**src/rtl/md_unit_if.sv**
```systemverilog
// Handshake and data bundle between the EXECUTE stage and the multiply/divide unit.
interface md_unit_if #(
    parameter int unsigned WIDTH = 32
);
    logic             Start;
    logic [1:0]       Op;
    logic [WIDTH-1:0] SrcA;
    logic [WIDTH-1:0] SrcB;
    logic             Cancel;
    logic             WriteHi;
    logic             WriteLo;
    logic [WIDTH-1:0] WriteValue;
    logic             Busy;
    logic             Done;
    logic [WIDTH-1:0] HiOut;
    logic [WIDTH-1:0] LoOut;

    modport master (
        output Start, Op, SrcA, SrcB, Cancel, WriteHi, WriteLo, WriteValue,
        input  Busy, Done, HiOut, LoOut
    );

    modport slave (
        input  Start, Op, SrcA, SrcB, Cancel, WriteHi, WriteLo, WriteValue,
        output Busy, Done, HiOut, LoOut
    );
endinterface

```
**src/rtl/md_unit.sv**
```systemverilog
// Iterative MULT/MULTU/DIV/DIVU unit with HI/LO registers, one iteration per cycle.
// Define MD_DIV_EN to build the restoring divider; without it only MULT/MULTU are accepted.
module md_unit #(
    parameter int unsigned WIDTH = 32
) (
    input logic      CLK,
    input logic      RST,
    md_unit_if.slave bus
);
    localparam int unsigned CW = $clog2(WIDTH);
    localparam int unsigned PW = 2 * WIDTH;

    typedef enum logic [1:0] {
        IDLE = 2'd0,
        CALC = 2'd1,
        FIX  = 2'd2
    } state_t;

    state_t           state;
    state_t           state_next;
    logic             accept;
    logic             finish;
    logic             start_ok;
    logic [CW-1:0]    count;
    logic             busy;
    logic             done;
    logic             neg_lo;
    logic [WIDTH-1:0] hi_reg;
    logic [WIDTH-1:0] lo_reg;
    logic [WIDTH-1:0] a_mag;
    logic [WIDTH-1:0] hi_acc;
    logic [WIDTH-1:0] lo_acc;
    logic             signed_op;
    logic             a_neg;
    logic             b_neg;
    logic [WIDTH-1:0] a_abs;
    logic [WIDTH-1:0] b_abs;
    logic [WIDTH:0]   mul_sum;
    logic [PW-1:0]    prod;
    logic [PW-1:0]    prod_fix;
    logic [WIDTH-1:0] hi_step;
    logic [WIDTH-1:0] lo_step;
    logic [WIDTH-1:0] hi_fix;
    logic [WIDTH-1:0] lo_fix;

    // Operand magnitudes and sign flags for the signed ops.
    assign signed_op = ~bus.Op[0];
    assign a_neg     = signed_op & bus.SrcA[WIDTH-1];
    assign b_neg     = signed_op & bus.SrcB[WIDTH-1];
    assign a_abs     = a_neg ? (~bus.SrcA + WIDTH'(1)) : bus.SrcA;
    assign b_abs     = b_neg ? (~bus.SrcB + WIDTH'(1)) : bus.SrcB;

    // Shift-add step: multiplier sits in lo_acc and is consumed LSB first.
    assign mul_sum  = {1'b0, hi_acc} + ({1'b0, a_mag} & {(WIDTH + 1){lo_acc[0]}});
    assign prod     = {hi_acc, lo_acc};
    assign prod_fix = neg_lo ? (~prod + PW'(1)) : prod;

`ifdef MD_DIV_EN
    logic             is_div;
    logic             neg_hi;
    logic             div_zero;
    logic [WIDTH-1:0] b_mag;
    logic [WIDTH-1:0] a_raw;
    logic [WIDTH:0]   div_shift;
    logic [WIDTH-1:0] div_diff;
    logic             div_fits;

    assign start_ok  = 1'b1;
    // Restoring step: the partial remainder never exceeds the divisor, so W bits of difference suffice.
    assign div_shift = {hi_acc, lo_acc[WIDTH-1]};
    assign div_diff  = div_shift[WIDTH-1:0] - b_mag;
    assign div_fits  = (div_shift >= {1'b0, b_mag});
`else
    assign start_ok  = ~bus.Op[1];
`endif

    // Per-iteration next values and final sign-corrected results.
    always_comb begin
        hi_step = mul_sum[WIDTH:1];
        lo_step = {mul_sum[0], lo_acc[WIDTH-1:1]};
        hi_fix  = prod_fix[PW-1:WIDTH];
        lo_fix  = prod_fix[WIDTH-1:0];
`ifdef MD_DIV_EN
        if (is_div) begin
            hi_step = div_fits ? div_diff : div_shift[WIDTH-1:0];
            lo_step = {lo_acc[WIDTH-2:0], div_fits};
            if (div_zero) begin
                hi_fix = a_raw;
                lo_fix = '1;
            end else begin
                hi_fix = neg_hi ? (~hi_acc + WIDTH'(1)) : hi_acc;
                lo_fix = neg_lo ? (~lo_acc + WIDTH'(1)) : lo_acc;
            end
        end
`endif
    end

    always_ff @(posedge CLK) begin
        if (!RST) begin
            state <= IDLE;
        end else begin
            state <= state_next;
        end
    end

    always_comb begin
        state_next = state;
        accept     = 1'b0;
        finish     = 1'b0;
        case (state)
            IDLE: begin
                if (bus.Start && !bus.Cancel && start_ok) begin
                    accept     = 1'b1;
                    state_next = CALC;
                end
            end
            CALC: begin
                if (bus.Cancel) begin
                    state_next = IDLE;
                end else if (count == '0) begin
                    state_next = FIX;
                end
            end
            FIX: begin
                state_next = IDLE;
                finish     = ~bus.Cancel;
            end
            default: state_next = IDLE;
        endcase
    end

    always_ff @(posedge CLK) begin
        if (!RST) begin
            count  <= '0;
            busy   <= 1'b0;
            done   <= 1'b0;
            neg_lo <= 1'b0;
            hi_reg <= '0;
            lo_reg <= '0;
            a_mag  <= '0;
            hi_acc <= '0;
            lo_acc <= '0;
`ifdef MD_DIV_EN
            is_div   <= 1'b0;
            neg_hi   <= 1'b0;
            div_zero <= 1'b0;
            b_mag    <= '0;
            a_raw    <= '0;
`endif
        end else begin
            busy <= (state_next != IDLE);
            done <= finish;
            // MTHI/MTLO only land while idle; the hazard unit stalls them otherwise.
            if (state == IDLE) begin
                if (bus.WriteHi) hi_reg <= bus.WriteValue;
                if (bus.WriteLo) lo_reg <= bus.WriteValue;
            end
            if (accept) begin
                count  <= CW'(WIDTH - 1);
                neg_lo <= a_neg ^ b_neg;
                a_mag  <= a_abs;
                hi_acc <= '0;
                lo_acc <= b_abs;
`ifdef MD_DIV_EN
                is_div   <= bus.Op[1];
                neg_hi   <= a_neg;
                div_zero <= (bus.SrcB == '0);
                b_mag    <= b_abs;
                a_raw    <= bus.SrcA;
                if (bus.Op[1]) lo_acc <= a_abs;
`endif
            end else if (state == CALC) begin
                count  <= count - CW'(1);
                hi_acc <= hi_step;
                lo_acc <= lo_step;
            end
            if (finish) begin
                hi_reg <= hi_fix;
                lo_reg <= lo_fix;
            end
        end
    end

    assign bus.Busy  = busy;
    assign bus.Done  = done;
    assign bus.HiOut = hi_reg;
    assign bus.LoOut = lo_reg;
endmodule

```
**src/flat_wrapper.sv**
```systemverilog
// flat-port wrapper written by rule: the top's interface ports become plain ports
module md_unit_flat 
#(
    parameter int unsigned WIDTH = 32
)
  (CLK, RST, bus_Start, bus_Op, bus_SrcA, bus_SrcB, bus_Cancel, bus_WriteHi, bus_WriteLo, bus_WriteValue, bus_Busy, bus_Done, bus_HiOut, bus_LoOut);
  md_unit_if #(.WIDTH(WIDTH)) bus_i ();
  input logic CLK;
  input logic RST;
  input wire logic [$bits(bus_i.Start)-1:0] bus_Start;
  input wire logic [$bits(bus_i.Op)-1:0] bus_Op;
  input wire logic [$bits(bus_i.SrcA)-1:0] bus_SrcA;
  input wire logic [$bits(bus_i.SrcB)-1:0] bus_SrcB;
  input wire logic [$bits(bus_i.Cancel)-1:0] bus_Cancel;
  input wire logic [$bits(bus_i.WriteHi)-1:0] bus_WriteHi;
  input wire logic [$bits(bus_i.WriteLo)-1:0] bus_WriteLo;
  input wire logic [$bits(bus_i.WriteValue)-1:0] bus_WriteValue;
  output wire logic [$bits(bus_i.Busy)-1:0] bus_Busy;
  output wire logic [$bits(bus_i.Done)-1:0] bus_Done;
  output wire logic [$bits(bus_i.HiOut)-1:0] bus_HiOut;
  output wire logic [$bits(bus_i.LoOut)-1:0] bus_LoOut;
  assign bus_i.Start = bus_Start;
  assign bus_i.Op = bus_Op;
  assign bus_i.SrcA = bus_SrcA;
  assign bus_i.SrcB = bus_SrcB;
  assign bus_i.Cancel = bus_Cancel;
  assign bus_i.WriteHi = bus_WriteHi;
  assign bus_i.WriteLo = bus_WriteLo;
  assign bus_i.WriteValue = bus_WriteValue;
  assign bus_Busy = bus_i.Busy;
  assign bus_Done = bus_i.Done;
  assign bus_HiOut = bus_i.HiOut;
  assign bus_LoOut = bus_i.LoOut;
  md_unit #(.WIDTH(WIDTH)) u_core (.CLK(CLK), .RST(RST), .bus(bus_i));
endmodule
```
**config.mk**
```make
export PLATFORM = sky130hd
export DESIGN_NAME = md_unit_flat
export DESIGN_NICKNAME = d
export VERILOG_FILES = /design/src/rtl/md_unit_if.sv /design/src/rtl/md_unit.sv /design/src/flat_wrapper.sv
export SDC_FILE = /design/constraint.sdc
export NUM_CORES = 1
export LEC_CHECK = 0
export ABC_AREA = 1
export CAP_MARGIN = 10
export CELL_PAD_IN_SITES_DETAIL_PLACEMENT = 2
export CELL_PAD_IN_SITES_GLOBAL_PLACEMENT = 2
export CORE_MARGIN = 2
export CORE_UTILIZATION = 30
export DETAILED_ROUTE_END_ITERATION = 10
export PLACE_DENSITY_LB_ADDON = 0.08
export SLEW_MARGIN = 20
export SYNTH_ARGS = -nofsm -noshare
export SYNTH_HDL_FRONTEND = slang
export SYNTH_SLANG_ARGS = --single-unit
```
**constraint.sdc**
```tcl
create_clock -name CLK -period 2.6 [get_ports CLK]
set_clock_uncertainty 0.1 [all_clocks]
set_input_delay 0.52 -clock CLK [delete_from_list [all_inputs] [get_ports CLK]]
set_output_delay 0.52 -clock CLK [all_outputs]
set_load 0.005 [all_outputs]
```
==> out/qor.yml, run 1 <==
seq_area_frac_synth: 0.255
gr-usage-all-layers: 0.277
coreArea_sq_um: 44000
fin_util: 0.379
crit_type: "reg2reg"
place.port_buffers: 169
vdd_ir_drop_max_v: 0.000413
yosysTopAreaCell: "dfxtp_1"
holdBufCountCts: 0
drv_cap: 0
post-route-period-util: 0.944
p_leak_nw: 7.97
cp-end-kind: "flip-flop"
grt_max_degree: 92
clk_latency_ns: 0.46
chipHeight_um: 215
p_sw_frac: 0.326
required_ns: 2.90
yosys-top-cells-area: "dfxtp_1 (25%), nand2_1 (21%), inv_1 (7.9%)"
htreeDepth: 4
design_area_sq_um: 16700
intPower_mw: 5.24
synth_area_sq_um: 13400
ys_seq_elements: 170
hold-worst-slack_ns: 0.370
relSlewSlack: 0.583
io_pins: 170
gr-total-overflow: 0
crit_fanout: 7
via_per_inst: 5.12
start_kind: "flip-flop"
firstDrtPassIters: 5
n_antenna_cell: 0
die_w_um: 215
clockBufferDepth: 2
clkSlewWorstSetupHoldPaths_ns: 0.07
place_congestion: 0.875
yosys_warnings: 0
area_delta_synth_final_pct: 24.9
grt_pass1_wl_um: 99100
cts_tree: "built"
slew_violations: 0
seq_power_share: 0.373
synthCells: 2290
wl_per_cell_um: 20.8
clock_sinks: 170
nets: 2593
synthArstFlopShare: 0
wl_um: 63500
yosys.area.top_type_share: 0.255
synth-main-ff-cell: "dfxtp_1"
setup_viol: 0
antenna_found_initial: 0
drive_above_1_share: 0.0751
synth_commonest_cells: "nand2_1 (739), inv_1 (281), nor2_1 (209)"
min_path_type: "reg2reg"
drtIter0Drc: 732
fmax_ghz: 0.407
critical_path_arrival_ns: 2.75
die-area_sq_um: 46200
worst_pin_slew_ns: 0.619
ant_nets: 0
fin_crit_ns: 2.46
p_per_area_nw_per_um2: 466
synth_fp_nets: 2432
num_vias: 15600
place_area_sq_um: 15900
combPwrFrac: 0.244
syn_area_per_cell_sq_um: 5.83
synth.most_common_cell: "nand2_1"
dpl.hpwl_um: 52100
synth_edf_count: 0
num_rows: 77
initial_core_util: 0.303
clkPwrFrac: 0.383
p_switching_mw: 2.54
clockRootBuffer: "clkbuf_16"
status: "finished clean"
ys_types: 49
grt_pass1_vias: 17000
hold_viol: 0
drc: 0
cts_buffers: 17
[sequential cells by signal (all words and copies together), names as in the netlist]
signal	count
u_core.bus.LoOut	32
u_core.a_mag	32
u_core.count	5
u_core.bus.Done	1
u_core.lo_acc	32
u_core.hi_acc	32
u_core.state	2
u_core.neg_lo	1
u_core.bus.HiOut	32
u_core.bus.Busy	1
[power groups by stage]
stage	clock network [mW]	logic [mW]	registers, mW
4_1_cts	3.03	1.91	2.90
3_5_place_dp	0	1.89	2.96
6_report	2.97	1.90	2.90
3_3_place_gp	0	1.84	2.95
5_1_grt	3.14	2.11	2.91
2_1_floorplan	0	1.07	2.89
[layer usage]
metal / GRT usage / vias to the layer above / wire (um)
met5: 0 / - / 0
met4: 0.0924 / 0 / 1840
met3: 0.0362 / 76 / 1870
met2: 0.491 / 260 / 31300
met1: 0.344 / 7662 / 28500
li1: - / 7646 / -
[cell type report]
type	count	area, sq um
inverter	308	1160
multi-input combinational	1729	8420
timing repair buffer	225	2300
clock buffer	22	464
tap	592	741
clock inverter	10	188
fill	5541	27300
sequential	170	3410
[cells by family after synthesis]
| kind of cell | share of synthesized area |
|---|---|
| AOI/OAI and AO/OA | 0.167 |
| buffers and inverters | 0.118 |
| xor gates and xnor gates | 0.0426 |
| DFF | 0.255 |
| adders and majority gates | 0.0362 |
| and+or+nand+nor | 0.381 |
[path summary, 6_finish.rpt]
path / depth (start not counted) / to / slack [ns] / from
max: 13 / u_core.bus.HiOut[12]$_SDFFE_PN0P_ / 0.14 / u_core.lo_acc[0]$_SDFFE_PN0P_
min reg2reg: 2 / u_core.a_mag[31]$_SDFFE_PN0P_ / 0.37 / u_core.a_mag[31]$_SDFFE_PN0P_
min: 2 / u_core.a_mag[31]$_SDFFE_PN0P_ / 0.37 / u_core.a_mag[31]$_SDFFE_PN0P_
max reg2reg: 13 / u_core.bus.HiOut[12]$_SDFFE_PN0P_ / 0.14 / u_core.lo_acc[0]$_SDFFE_PN0P_
[metrics by stage]
stage | setup TNS [ns] | cells | total power [mW] | worst slack (ns)
global route | -0.0497 | 3056 | 8.17 | -0.0353
detailed placement | -0.287 | 3022 | 4.85 | -0.108
global placement | -0.113 | 3022 | 4.79 | -0.0825
finish | 0 | 3056 | 7.77 | 0.145
CTS | 0 | 3054 | 7.83 | 0.0664
floorplan | 0 | 2290 | 3.97 | 0.317
[placed cells by master (no fill, tap or decap), types with 9 or more instances in the layout]
cell type        synthesis  layout
nand2_1                739     734
inv_1                  281     280
nor2_1                 209     204
clkdlybuf4s50_1          0     168
dfxtp_1                170     168
nand3_1                136     136
a21oi_1                133     130
o21ai_0                127     126
o21ai_1                115     116
xor2_1                  55      55
nand4_1                 45      45
buf_4                    4      41
ha_1                    37      35
inv_2                   25      26
nor3_1                  22      21
nand2_2                 13      18
clkbuf_16                0      18
nor2_2                  11      16
buf_12                   0      14
xnor2_1                 10      10
o211ai_1                 9       9
[worst max-delay path, cell delays in order, from the launching register on]
cell     delay [ns]
dfxtp_4        0.38
buf_4          0.19
inv_2          0.09
ha_2           0.25
nand3_2        0.13
nor2_4         0.20
nand2_2        0.11
nand2_4        0.10
nand2_2        0.10
a21oi_4        0.27
nand2_1        0.10
nand2_1        0.07
nand3_1        0.17
nand2_1        0.13
[timing repair]
item	CTS	global route
setup endpoints to repair	0	17
gates resized for setup	0	19
setup buffers	0	1
No activity file was read; power rests on OpenSTA's default activity.
==> run 2, diff against run 1 <==
- CTS_CLUSTER_DIAMETER: not set -> 60
==> results of run 2 <==
No change in the layout: final DEF, timing and power equal those of run 1.
==> run 3, diff against run 2 <==
- PLACE_DENSITY: not set -> 0.92
- PLACE_DENSITY_LB_ADDON: 0.08 -> not set
==> run 3 against run 2 <==
Power decreased by 1.4%. Via count rose by 6.5%. Sequential power is essentially flat. Critical endpoint is now u_core.hi_acc[17]$_SDFFE_PP0P_.
==> out/qor.yml, run 3 (synthesis results as in run 1) <==
clk_latency_ns: 0.49
grt_use_met1: 0.367
final_common_cell: "nand2_1"
fin_cells: 3062
wl_um: 73600
drtIter0Drc: 1094
relSlewSlack: 0.497
gr-total-overflow: 0
cp-end-kind: "flip-flop"
num_vias: 16700
num_rows: 77
fin_crit_ns: 2.56
clockRootBuffer: "clkbuf_16"
mostFrequentLayoutCells: "nand2_1 (719), inv_1 (281), nor2_1 (197)"
worst_pin_slew_ns: 0.747
fmax_ghz: 0.390
slew_violations: 0
grt_setup_unrepaired: "yes"
grt_use_met3: 0.0466
n_antenna_cell: 0
gr-usage-all-layers: 0.310
status: "finished clean"
grt_max_degree: 92
grt_pass1_vias: 18300
grtUsageMet2: 0.552
busiest_layer: "met2"
io_pins: 170
place_congestion: 0.930
grt_pass1_wl_um: 111000
dpl.cell_count: 3026
via_per_inst: 5.44
htreeDepth: 4
drive_above_1_share: 0.0988
min_path_type: "reg2reg"
fin_util: 0.381
cts_tree: "built"
start_kind: "flip-flop"
drv_cap: 0
coreArea_sq_um: 44000
p_per_area_nw_per_um2: 457
initial_core_util: 0.303
cts_buffers: 17
n_fill_cell: 5439
chipHeight_um: 215
wl_per_cell_um: 24.0
post-route-period-util: 0.986
firstDrtPassIters: 6
p_leak_nw: 7.93
place.port_buffers: 169
antenna_found_initial: 1
clock_sinks: 170
die_w_um: 215
drc: 0
ant_nets: 0
hold_viol: 0
clockBufferDepth: 2
holdBufCountCts: 0
vdd_ir_drop_max_v: 0.000552
area_delta_synth_final_pct: 25.7
clkSlewWorstSetupHoldPaths_ns: 0.08
critical_path_arrival_ns: 2.84
setup_viol: 0
crit_fanout: 5
dpl.hpwl_um: 54900
hold-worst-slack_ns: 0.394
p_total_mw: 7.66
crit_type: "reg2reg"
required_ns: 2.88
nets: 2599
die-area_sq_um: 46200
[run 3: changes by cell type in the layout (fill, tap and decap cells not counted), moves of 5 or more]
cell and change:
a21oi_1 -14, a21oi_2 +14, buf_12 -5, buf_4 +11, ha_1 -12, ha_2 +10, nand2_1 -15, nand2_2 +15
nor2_1 -7, nor2_2 +6
[run 3: worst max-delay path, cell delays in order, from the launching register on]
cell	delay, ns
dfxtp_4	0.41
nand2_1	0.11
inv_1	0.06
ha_1	0.22
fa_2	0.38
nand3_1	0.14
nand2_1	0.11
nand2_1	0.10
nand2_1	0.12
nand2_1	0.11
nand2_2	0.09
nand2_1	0.09
nand2_1	0.10
nand2_1	0.11
nand2_1	0.06
o21ai_1	0.13
inv_1	0.05
[run 3: per-stage QoR]
stage / TNS (ns) / setup slack [ns] / cell area [sq um]
floorplan: 0 / 0.317 / 13400
global placement: -0.00758 / -0.00758 / 15900
detailed placement: -0.789 / -0.177 / 15900
CTS: 0 / 0.00588 / 16500
global route: -0.584 / -0.122 / 16800
finish: 0 / 0.0376 / 16800
[run 3: worst paths after layout]
kind,from,endpoint,slack [ns],depth (start not counted)
worst min-delay path,u_core.lo_acc[25]$_SDFFE_PN0P_,u_core.lo_acc[25]$_SDFFE_PN0P_,0.39,2
worst max register to register,u_core.lo_acc[0]$_SDFFE_PN0P_,u_core.hi_acc[17]$_SDFFE_PP0P_,0.04,16
worst max-delay path,u_core.lo_acc[0]$_SDFFE_PN0P_,u_core.hi_acc[17]$_SDFFE_PP0P_,0.04,16
worst min register to register,u_core.lo_acc[25]$_SDFFE_PN0P_,u_core.lo_acc[25]$_SDFFE_PN0P_,0.39,2
[run 3: area by class of cell]
cell class,instances,area (sq um),share of cell area
clock inverters,15,163,0.00970
clock buffers,17,425,0.0254
well taps,592,741,0.0441
flip-flops and latches,170,3410,0.203
multi-input cells,1729,8600,0.512
inverters,308,1160,0.0692
repair buffers,231,2280,0.136
[run 3: layer usage]
metal  routed length (um)  part of all wire
met4                 3460             0.047
met3                 3410             0.046
met2                36200              0.49
met1                30500              0.42
met5                    0                 0
[run 3: power breakdown]
group	switching [mW]	leakage [nW]	total (mW)	internal, mW
logic	1.26	6.26	1.98	0.722
clock network	1.33	0.287	2.76	1.43
registers	0.173	1.39	2.92	2.75
total	2.76	7.93	7.66	4.90
[run 3: timing repair]
item | CTS | global route
pin swaps | 0 | 3
setup buffers | 0 | 3
setup endpoints to repair | 16 | 21
gates resized for setup | 9 | 66
cloned | 0 | 1
